==> src/rtl/i2c_reg_arbiter.sv <==
// i2c_reg_arbiter
//   Shares one single-port register bus (8-bit address, 16-bit data) between
//   an I2C slave register port and a local host port.
//   The I2C side has no handshake. Its writes are held in a one-deep buffer.
//   Read data for the current i2c_addr is prefetched continuously into
//   i2c_rdata.
//   Fixed, non-preemptive priority, decided in IDLE only:
//     pending I2C write > stale prefetch refresh > host request.
//
// Parameters
//   READ_LATENCY  cycles from the bus_en cycle until bus_rdata is valid (1..3)
//
// Ports
//   clk, reset                 clock; asynchronous active-high reset
//   i2c_we/addr/wdata          one-cycle write pulse, address and data
//   i2c_busy                   slave transaction in progress
//   i2c_rdata                  prefetched read data for i2c_addr
//   i2c_overrun                sticky: a write was dropped because the buffer was full
//   host_req/we/addr/wdata     host request, held until host_ack
//   host_ack/rdata             one-cycle completion pulse and read data
//   bus_en/we/addr/wdata       bus access strobe (one cycle per access) and qualifiers
//   bus_rdata                  bus read data
//
// Optional build macro
//   I2C_REG_ARBITER_HOST_LOCKOUT_EN  holds off new host grants while i2c_busy=1
module i2c_reg_arbiter #(
  parameter int unsigned READ_LATENCY = 1
) (
  input  logic        clk,
  input  logic        reset,
  input  logic        i2c_we,
  input  logic [7:0]  i2c_addr,
  input  logic [15:0] i2c_wdata,
  input  logic        i2c_busy,
  output logic [15:0] i2c_rdata,
  output logic        i2c_overrun,
  input  logic        host_req,
  input  logic        host_we,
  input  logic [7:0]  host_addr,
  input  logic [15:0] host_wdata,
  output logic        host_ack,
  output logic [15:0] host_rdata,
  output logic        bus_en,
  output logic        bus_we,
  output logic [7:0]  bus_addr,
  output logic [15:0] bus_wdata,
  input  logic [15:0] bus_rdata
);

  typedef enum logic [1:0] {IDLE, ISSUE, WAIT, DONE} state_t;
  typedef enum logic [1:0] {OWN_I2C, OWN_REFRESH, OWN_HOST} owner_t;

  state_t      state, state_n;
  owner_t      owner;
  logic        op_we;
  logic [1:0]  cnt;

  logic        pend;
  logic [7:0]  pend_addr;
  logic [15:0] pend_data;

  logic [7:0]  fetch_addr;
  logic        fetch_valid;

  logic        stale;
  logic        host_go;
  logic        sel_i2c, sel_ref, sel_host;
  logic        pend_clr;

  assign stale = !fetch_valid || (i2c_addr != fetch_addr);

`ifdef I2C_REG_ARBITER_HOST_LOCKOUT_EN
  // Keep multi-byte I2C transfers atomic; an access already issued still completes.
  assign host_go = host_req && !i2c_busy;
`else
  logic unused_busy;
  assign unused_busy = i2c_busy;
  assign host_go     = host_req;
`endif

  // The buffered I2C write retires in its ISSUE cycle.
  assign pend_clr = (state == ISSUE) && (owner == OWN_I2C);

  assign bus_en = (state == ISSUE);
  assign bus_we = bus_en && op_we;

  always_ff @(posedge clk or posedge reset) begin
    if (reset) begin
      state <= IDLE;
    end else begin
      state <= state_n;
    end
  end

  always_comb begin
    state_n  = state;
    sel_i2c  = 1'b0;
    sel_ref  = 1'b0;
    sel_host = 1'b0;
    case (state)
      IDLE: begin
        if (pend) begin
          sel_i2c = 1'b1;
        end else if (stale) begin
          sel_ref = 1'b1;
        end else if (host_go) begin
          sel_host = 1'b1;
        end
        if (pend || stale || host_go) begin
          state_n = ISSUE;
        end
      end
      ISSUE:   state_n = op_we ? DONE : WAIT;
      WAIT:    if (cnt == '0) state_n = DONE;
      DONE:    state_n = IDLE;
      default: state_n = IDLE;
    endcase
  end

  // Transaction datapath: grant latch, read capture, prefetch status.
  always_ff @(posedge clk or posedge reset) begin
    if (reset) begin
      owner       <= OWN_I2C;
      op_we       <= 1'b0;
      cnt         <= '0;
      bus_addr    <= '0;
      bus_wdata   <= '0;
      i2c_rdata   <= '0;
      host_rdata  <= '0;
      host_ack    <= 1'b0;
      fetch_addr  <= '0;
      fetch_valid <= 1'b0;
    end else begin
      host_ack <= 1'b0;
      case (state)
        IDLE: begin
          if (sel_i2c) begin
            owner     <= OWN_I2C;
            op_we     <= 1'b1;
            bus_addr  <= pend_addr;
            bus_wdata <= pend_data;
          end else if (sel_ref) begin
            owner    <= OWN_REFRESH;
            op_we    <= 1'b0;
            bus_addr <= i2c_addr;
          end else if (sel_host) begin
            owner     <= OWN_HOST;
            op_we     <= host_we;
            bus_addr  <= host_addr;
            bus_wdata <= host_wdata;
          end
        end
        ISSUE: begin
          if (op_we) begin
            if (owner == OWN_HOST) begin
              host_ack <= 1'b1;
            end
            if (bus_addr == fetch_addr) begin
              fetch_valid <= 1'b0;
            end
          end else begin
            cnt <= 2'(READ_LATENCY - 1);
          end
        end
        WAIT: begin
          if (cnt == '0) begin
            // Data is filed under the address actually issued; a moved
            // i2c_addr simply shows up as stale again.
            if (owner == OWN_REFRESH) begin
              i2c_rdata   <= bus_rdata;
              fetch_addr  <= bus_addr;
              fetch_valid <= 1'b1;
            end else begin
              host_rdata <= bus_rdata;
              host_ack   <= 1'b1;
            end
          end else begin
            cnt <= cnt - 2'd1;
          end
        end
        default: ;
      endcase
    end
  end

  // One-deep I2C write buffer. A write landing in the retire cycle is accepted.
  always_ff @(posedge clk or posedge reset) begin
    if (reset) begin
      pend        <= 1'b0;
      pend_addr   <= '0;
      pend_data   <= '0;
      i2c_overrun <= 1'b0;
    end else begin
      if (i2c_we) begin
        if (pend && !pend_clr) begin
          i2c_overrun <= 1'b1;
        end else begin
          pend      <= 1'b1;
          pend_addr <= i2c_addr;
          pend_data <= i2c_wdata;
        end
      end else if (pend_clr) begin
        pend <= 1'b0;
      end
    end
  end

endmodule

==> config.mk <==
export PLATFORM = sky130hd
export DESIGN_NAME = i2c_reg_arbiter
export DESIGN_NICKNAME = d
export VERILOG_FILES = /design/src/rtl/i2c_reg_arbiter.sv
export SDC_FILE = /design/constraint.sdc
export NUM_CORES = 1
export LEC_CHECK = 0
export ABC_AREA = 1
export CAP_MARGIN = 20
export CORE_MARGIN = 1
export CORE_UTILIZATION = 40
export CTS_CLUSTER_DIAMETER = 120
export DETAILED_ROUTE_END_ITERATION = 12
export PLACE_DENSITY = 0.81
export REMOVE_ABC_BUFFERS = 1
export SLEW_MARGIN = 15
export SYNTH_ARGS = -nofsm -noshare
export SYNTH_HDL_FRONTEND = slang
export SYNTH_SLANG_ARGS = --single-unit
==> constraint.sdc <==
create_clock -name clk -period 7.7 [get_ports clk]
set_input_delay 1.155 -clock clk [delete_from_list [all_inputs] [get_ports clk]]
set_output_delay 1.155 -clock clk [all_outputs]
set_load 0.03 [all_outputs]
# After elaboration in Yosys (flattened, before gate mapping)
# Index checks and enable logic that the tools add are counted.
[word_totals] register_bits=99 latch_bits=0 ramBits=0 rom_bits=0 inputBits=70 output_inout_bits=60 word_cells=100 memories=0
[op_classes] n_addsub=1 n_mul=0 div_mod_pow=0 n_lt_le_gt_ge=0 eq_ne=16 shifts=0 n_mux=41 n_bitwise=2 reduce_logical=25
[ops] op="16-bit 2-to-1 mux" count=3
[ops] op="1-bit 2-to-1 mux" count=24
[ops] op="8-bit 2-to-1 mux" count=3
[ops] op="2-bit 2-to-1 mux" count=7
[ops] op="2-bit != test, second input constant" count=7
[ops] op="3-bit AND reduction" count=4
[ops] op="2-bit AND reduction" count=5
[ops] op="8-bit equality test" count=1
[ops] op="8-bit != test" count=1
[ops] op="2-bit one-hot mux with 4 select lines" count=1
[ops] op="2-bit equality test, second input constant" count=3
[ops] op="2-bit zero test" count=3
[ops] op="2-bit nonzero test" count=3
[ops] op="5-bit AND reduction" count=1
[ops] op="2-bit by 1-bit equality test with 1-bit output, second input constant" count=2
[ops] op="2-bit by 1-bit != test with 1-bit output, second input constant" count=2
[ops] op="1-bit one-hot mux with 2 select lines" count=2
[ops] op="2-bit one-hot mux with 2 select lines" count=1
[ops] op="1-bit logical AND" count=3
[ops] op="1-bit logical OR" count=3
[ops] op="3-bit nonzero test" count=1
[ops] op="1-bit zero test" count=2
[ops] op="1-bit inverter" count=2
[ops] op="2-bit by 1-bit subtractor with 2-bit output, second input constant" count=1

# Depth between registers and ports, before layout
[depth] ltp_word=8 mapped_depth=13 depth_no_buf=12

# Worst setup path before layout
# No wires, ideal clock.
[synth_timing] path_kind="register -> output" from="reg state[1]" to="out bus_we" t_arrival_ns=1.225 required_ns=6.545 setup_slack_ns=5.320 path_stages_with_launch=5 path_cell_list="dfrtp_1 > inv_1 > ha_1 > nand2_1 > inv_1"
[synth_between] elab_chain_len=2
[synth_lines] item="from (decl)" line="53" source="state_t state, state_n;"
[synth_lines] item="from (signal assigned)" line="91" source="state <= state_n;"
[synth_lines] item="2-bit by 1-bit equality test with 1-bit output" line="84" source="assign bus_en = (state == ISSUE);"
[synth_lines] item="via bus_en" line="43" source="output logic bus_en,"
[synth_lines] item="1-bit logical AND" line="85" source="assign bus_we = bus_en && op_we;"
[synth_lines] item="to (decl)" line="44" source="output logic bus_we,"
# The timed path passes the listed nets, and every way through them passes these cells.

# Worst setup path in the final report
[layout_timing] from="reg state[1]" to="out bus_we"
[layout_between] elab_chain_len=2
[layout_lines] item="2-bit by 1-bit equality test with 1-bit output" line="84"
[layout_lines] item="1-bit logical AND" line="85"
# Every way passes these cells.

==> reports/summary.txt <==
status: completed
min cycle time layout: 3.15 ns
startpoint types: register
CP cell instances: inv_1 > ha_1 > nand2_1 > inv_1 > clkdlybuf4s50_1
register area share after synthesis: 53.8%
CTS Buffer Depth: 2
via count: 3937
number of antenna violations at the first check in global routing: 0
Worst-path clk slew: 0.06 ns
Clock Sinks: 99
Diodes inserted: 0
most frequent cells in the layout: 173 x nand2_1, 128 x clkdlybuf4s50_1, 99 x dfrtp_1, 57 x inv_1, 54 x o21ai_0
Num CTS Buffers: 9
Slew Viols, Final: 0
Reg2Reg Setup Slack: 5.24 ns
Initial Utilization: 41.7%
worst-path maximum fanout: 5
Root Buffer Master: clkbuf_16
Core Box Area: 11000 µm²
commonest non-fill, non-tap cell in the layout: nand2_1
critical path class: register to output pin
Worst Hold Depth: 2
synth-to-layout area growth: 36.6%
critical path's slowest cell: clkdlybuf4s50_1
Global Route Usage Sum: 19.8%
overall power: 2.78 mW
Avg Cell Area, Syn: 8.51 µm²
fmax: 0.317 GHz
vias per cell: 4.89
hold endpoint: host_rdata[13]$_DFFE_PP0P_
die area: 11900 µm²
Synth Flop Type: dfrtp_1
Die W: 109 µm
CTS tree: yes
nets: 736
number of synthesized register bits: 99
Die Y: 109 µm
Max Clock Skew: 0.00596 ns
worst reg2reg startpoint: state[0]$_DFFE_PP0P_
Distinct cells, synth: 29
Routed WL: 11200 µm
Post-synth ARST share: 100%
R2R depth: 6
RSZ-0062 raised after global routing: no
buffers and inverters on the worst path: 3
worst path arrival time: 2.00 ns
GPL Wtd Cong: 0.835
Slew @ Worst Pin: 1.04 ns
final setup TNS: 0 ns
slew margin rel.: 30.6%
Iter 0 DRT Violations: 201
final hold vios: 0
H-tree level count: 3
Hold Startpoint: host_rdata[13]$_DFFE_PP0P_
CP dominant cell by count: inv_1
DR pass1 iterations: 5
total grt overflow: 0
Post-route DRC: 0
Post-synth EDFFs: 0
fin crit share: 41.0%
P_leak: 3.06 nW
cells resized by post-CTS repair: 0
row count: 38
Final ANT Viol Nets: 0
largest net degree at the start of global routing: 72
Worst Setup End Kind: output pin
Hold Buf Count CTS: 0
required time of the critical path: 6.55 ns
RR Endpoint: bus_wdata[12]$_DFFE_PP0P_
HP Class: register to register
P per Cell Area: 441 nW/µm²
worst vdd ir: 231 µV
Ys Warns: 0
synthesized area: 4600 µm²
I/O Buffers: 128
vias in the first global route: 3875
crit-path leading delay family: buffers and inverters
first-pass GRT wire length: 18200 µm
WL/cell: 13.9 µm
layout cells sized above 1: 8.57%
dpl hpwl: 7900 µm
Post-CTS Setup Inserts: 0
max-cap check violation count: 0
Slowest Stage Delay on Critical Path: 0.68 ns
Cells after Synth: 541
number of I/O pins: 130
Final Setup Violations: 0
Clk Latency, worst-skew pair: 0.34 ns
[sequential cells by signal, indices dropped and copies added, names as in the netlist]
signal / flops
bus_addr: 8
bus_wdata: 16
cnt: 2
fetch_addr: 8
fetch_valid: 1
host_ack: 1
host_rdata: 16
i2c_overrun: 1
i2c_rdata: 16
op_we: 1
owner: 2
pend: 1
pend_addr: 8
pend_data: 16
state: 2
[power by group]
part           leakage [nW]  internal, mW  total, mW  switching [mW]
combinational          1.70         0.554       1.39           0.839
clock                 0.151         0.274      0.455           0.181
sequential             1.21         0.772      0.927           0.155
total                  3.06          1.60       2.78            1.18
[cell usage after synthesis, types with 3 or more instances]
cell	n	area, µm²
a21oi_1	10	50.1
buf_2	6	30.0
clkbuf_1	12	45.0
dfrtp_1	99	2480
ha_1	4	50.1
inv_1	58	218
inv_2	5	18.8
mux2_2	21	236
nand2_1	173	649
nand2_2	3	18.8
nand3_1	44	220
nand4_1	4	25.0
nor2_1	25	93.8
nor2_2	3	18.8
nor3_1	3	15.0
o21ai_0	54	270
xor2_1	3	26.3
[layout make-up]
cell class,count,area (µm²)
clock buffers,12,267
clock inverters,2,35.0
fillers,965,4740
inverters,64,244
multi-input cells,358,1800
flip-flops and latches,99,2480
well taps,140,175
repair buffers,130,1300
[worst register-to-register path: stages (launching register included)]
cell	delay (ns)
dfrtp_1	0.40
inv_1	0.14
ha_1	0.44
nand2_2	0.68
mux2_2	0.54
nand2_1	0.07
nand2_1	0.06
[how the worst max path moves through the flow]
stage / from / slack [ns] / end / cells after the start
2_1_floorplan: reset / 3.95 / bus_addr[0]$_DFFE_PP0P_ / 1
3_3_place_gp: i2c_addr[1] / 4.60 / bus_wdata[14]$_DFFE_PP0P_ / 13
3_5_place_dp: i2c_addr[3] / 4.52 / bus_wdata[12]$_DFFE_PP0P_ / 13
4_1_cts: state[1]$_DFFE_PP0P_ / 4.53 / bus_we / 5
5_1_grt: state[1]$_DFFE_PP0P_ / 4.45 / bus_we / 5
6_report: state[1]$_DFFE_PP0P_ / 4.55 / bus_we / 5
[cells by family after synthesis]
logic type,share of synthesized area [%]
muxes,5.14
and+or+nand+nor,23.8
adders and majority gates,1.09
xor gates and xnor gates,0.571
buffers and inverters,7.20
AOI/OAI and AO/OA,8.37
DFF,53.8
[routing by layer]
metal	share of wire, %	GRT usage (%)	vias to the layer above
met5	0	0	-
met4	1.3	6.67	0
met3	8.4	5.93	11
met2	48	32.1	129
met1	42	25.2	1843
li1	-	-	1954
[per-stage QoR]
stage,worst slack (ns),instances,utilization [%],instance area [µm²],hold slack [ns]
3_3_place_gp,4.60,791,54.3,5990,0.464
3_5_place_dp,4.52,791,54.3,5990,0.473
5_1_grt,4.45,805,57.0,6290,0.495
6_report,4.55,805,57.0,6290,0.483
2_1_floorplan,3.95,521,-,4510,0.453
4_1_cts,4.53,805,57.0,6290,0.489
Power figures use the tool's default switching activity.
==> RTL edit, RTL diff (same settings) <==
Make the reset (`reset`) synchronous in 3 clocked blocks. Comments in the files are not updated.
--- a/src/rtl/i2c_reg_arbiter.sv
+++ b/src/rtl/i2c_reg_arbiter.sv
@@ -86,3 +86,3 @@
 
-  always_ff @(posedge clk or posedge reset) begin
+  always_ff @(posedge clk) begin
     if (reset) begin
@@ -120,3 +120,3 @@
   // Transaction datapath: grant latch, read capture, prefetch status.
-  always_ff @(posedge clk or posedge reset) begin
+  always_ff @(posedge clk) begin
     if (reset) begin
@@ -186,3 +186,3 @@
   // One-deep I2C write buffer. A write landing in the retire cycle is accepted.
-  always_ff @(posedge clk or posedge reset) begin
+  always_ff @(posedge clk) begin
     if (reset) begin
Function: differs if reset is asserted again (counterexample within 4 cycles, from zero or initial values and one cycle with reset high); with reset held inactive, the same outputs for 10 cycles.
==> RTL edit against the unedited design <==
  * Clock power grew 1%
  * Design area is 2.8% lower
  * Area after synthesis down 1.9%
  * Worst setup slack got worse by 0.029 ns
  * Power down 28%
  * Wire length increased by 3.5%
  * Sequential cell count unchanged
  * Highest routed layer unchanged
==> RTL edit: results (changes against the unedited design) <==
metric	value	unit	change
outcome	completed		
post-CTS sizing	0		unchanged
register area share after synthesis	43.9	%	-9.9 points
met1 Resource Use GR	26.0	%	+0.78 points
worst setup path startpoint	cnt[0]$_SDFFE_PP0P_		
M1 wire length	5270	µm	+12%
area share of fa/ha/maj cells after synthesis	1.11	%	+0.021 points
Leakage	2.50	nW	-18%
met3 GRT Util	4.16	%	-1.8 points
Post-synth EDFFs	0		unchanged
slowest cell on the critical path	clkinv_1		
R2R setup slack	4.52	ns	-0.72 ns
Net Sw Power	796	µW	-32%
# fillers	1040		+7.8%
yosys warns	0		unchanged
CTS clk-pin slew, worst paths	0.07	ns	
first-pass GRT wire length	18300	µm	+0.72%
asr flop ratio synth	0	%	-100 points
Max VDD drop	228	µV	-1.6%
Synth Flop Type	dfxtp_1		
path depth of the worst reg2reg path	8		+2
met2 wire len	5500	µm	+1.9%
DRT iter0 DRCs	274		+36%
most common library cells after synthesis	nand2_1 (130), dfxtp_1 (99), nor2_1 (81)		
highest metal used	met4		
GP Congestion	0.840		+0.65%
root buf cell	clkbuf_16		
DP HPWL	7530	µm	-4.7%
hold path depth	2		unchanged
synth unique cells	32		+10%
Synth area leaders	dfxtp_1 (44%), nand2_1 (11%), a21oi_1 (8.6%)		
Buffers on Ports	128		unchanged
share of cells above drive strength 1	5.86	%	-2.7 points
final net count	820		+11%
Met3 Wirelength	686	µm	-27%
RR Endpoint	fetch_addr[4]$_SDFFE_PP0P_		
fraction of synthesized area in multiplexers	0	%	-5.1 points
routed len/inst	13.0	µm	-6.5%
grt met2 use	32.3	%	+0.18 points
Worst slew margin	29.2	%	-1.5 points
vias	4372		+11%
CP peak stage delay	0.81	ns	+0.13 ns
Clock Skew	0.00603	ns	+0.0000737 ns
vias in the first global route	3766		-2.8%
compound-cell area share of the yosys netlist	17.6	%	+9.2 points
Hold Path End	pend_data[13]$_SDFFE_PP0P_		
HP Class	reg -> reg		
largest net degree at the start of global routing	76		+5.6%
XOR/XNOR Fraction of Synth Area	0.194	%	-0.38 points
Critical Path AT	3.39	ns	+1.39 ns
FF+latch area	0.00198	mm²	-20%
CP Max Fanout	31		+26
hold_sp	pend_data[13]$_SDFFE_PP0P_		
Global Route Usage Sum	19.6	%	-0.12 points
RTL edit: per-stage QoR:
step / utilization (%) / instance area (µm²) / setup slack, ns / hold slack, ns / cells
final: 55.9 / 6110 / 4.52 / 0.447 / 891
after global routing: 55.9 / 6110 / 4.27 / 0.469 / 891
after CTS: 55.9 / 6110 / 4.49 / 0.451 / 891
after detailed placement: 53.1 / 5810 / 4.43 / 0.440 / 875
after global placement: 52.9 / 5790 / 4.56 / 0.435 / 874
after floorplan: - / 4310 / 5.11 / 0.427 / 604
RTL edit: power groups by stage:
stage / clock network [mW] / registers (mW) / logic (mW)
detailed placement: 0 / 0.695 / 0.853
floorplan: 0 / 0.820 / 0.422
global placement: 0 / 0.692 / 0.838
global route: 0.494 / 0.698 / 0.951
CTS: 0.473 / 0.685 / 0.861
finish: 0.461 / 0.685 / 0.858
RTL edit: worst max path at each step:
| stage | end | cells past startpoint | slack [ns] |
|---|---|---|---|
| floorplan | pend_data[0]$_SDFFE_PP0P_ | 5 | 5.11 |
| global placement | fetch_addr[4]$_SDFFE_PP0P_ | 8 | 4.56 |
| detailed placement | pend_data[7]$_SDFFE_PP0P_ | 5 | 4.43 |
| CTS | fetch_addr[4]$_SDFFE_PP0P_ | 8 | 4.49 |
| global route | fetch_addr[4]$_SDFFE_PP0P_ | 8 | 4.27 |
| finish | fetch_addr[4]$_SDFFE_PP0P_ | 8 | 4.52 |
RTL edit: layout make-up:
| type | instances | share of cell area, % |
|---|---|---|
| Inverter | 64 | 3.95 |
| Clock buffer | 11 | 3.97 |
| Tap cell | 140 | 2.87 |
| Multi-Input combinational cell | 441 | 34.2 |
| Clock inverter | 5 | 1.02 |
| Sequential cell | 99 | 32.4 |
| Timing Repair Buffer | 131 | 21.5 |
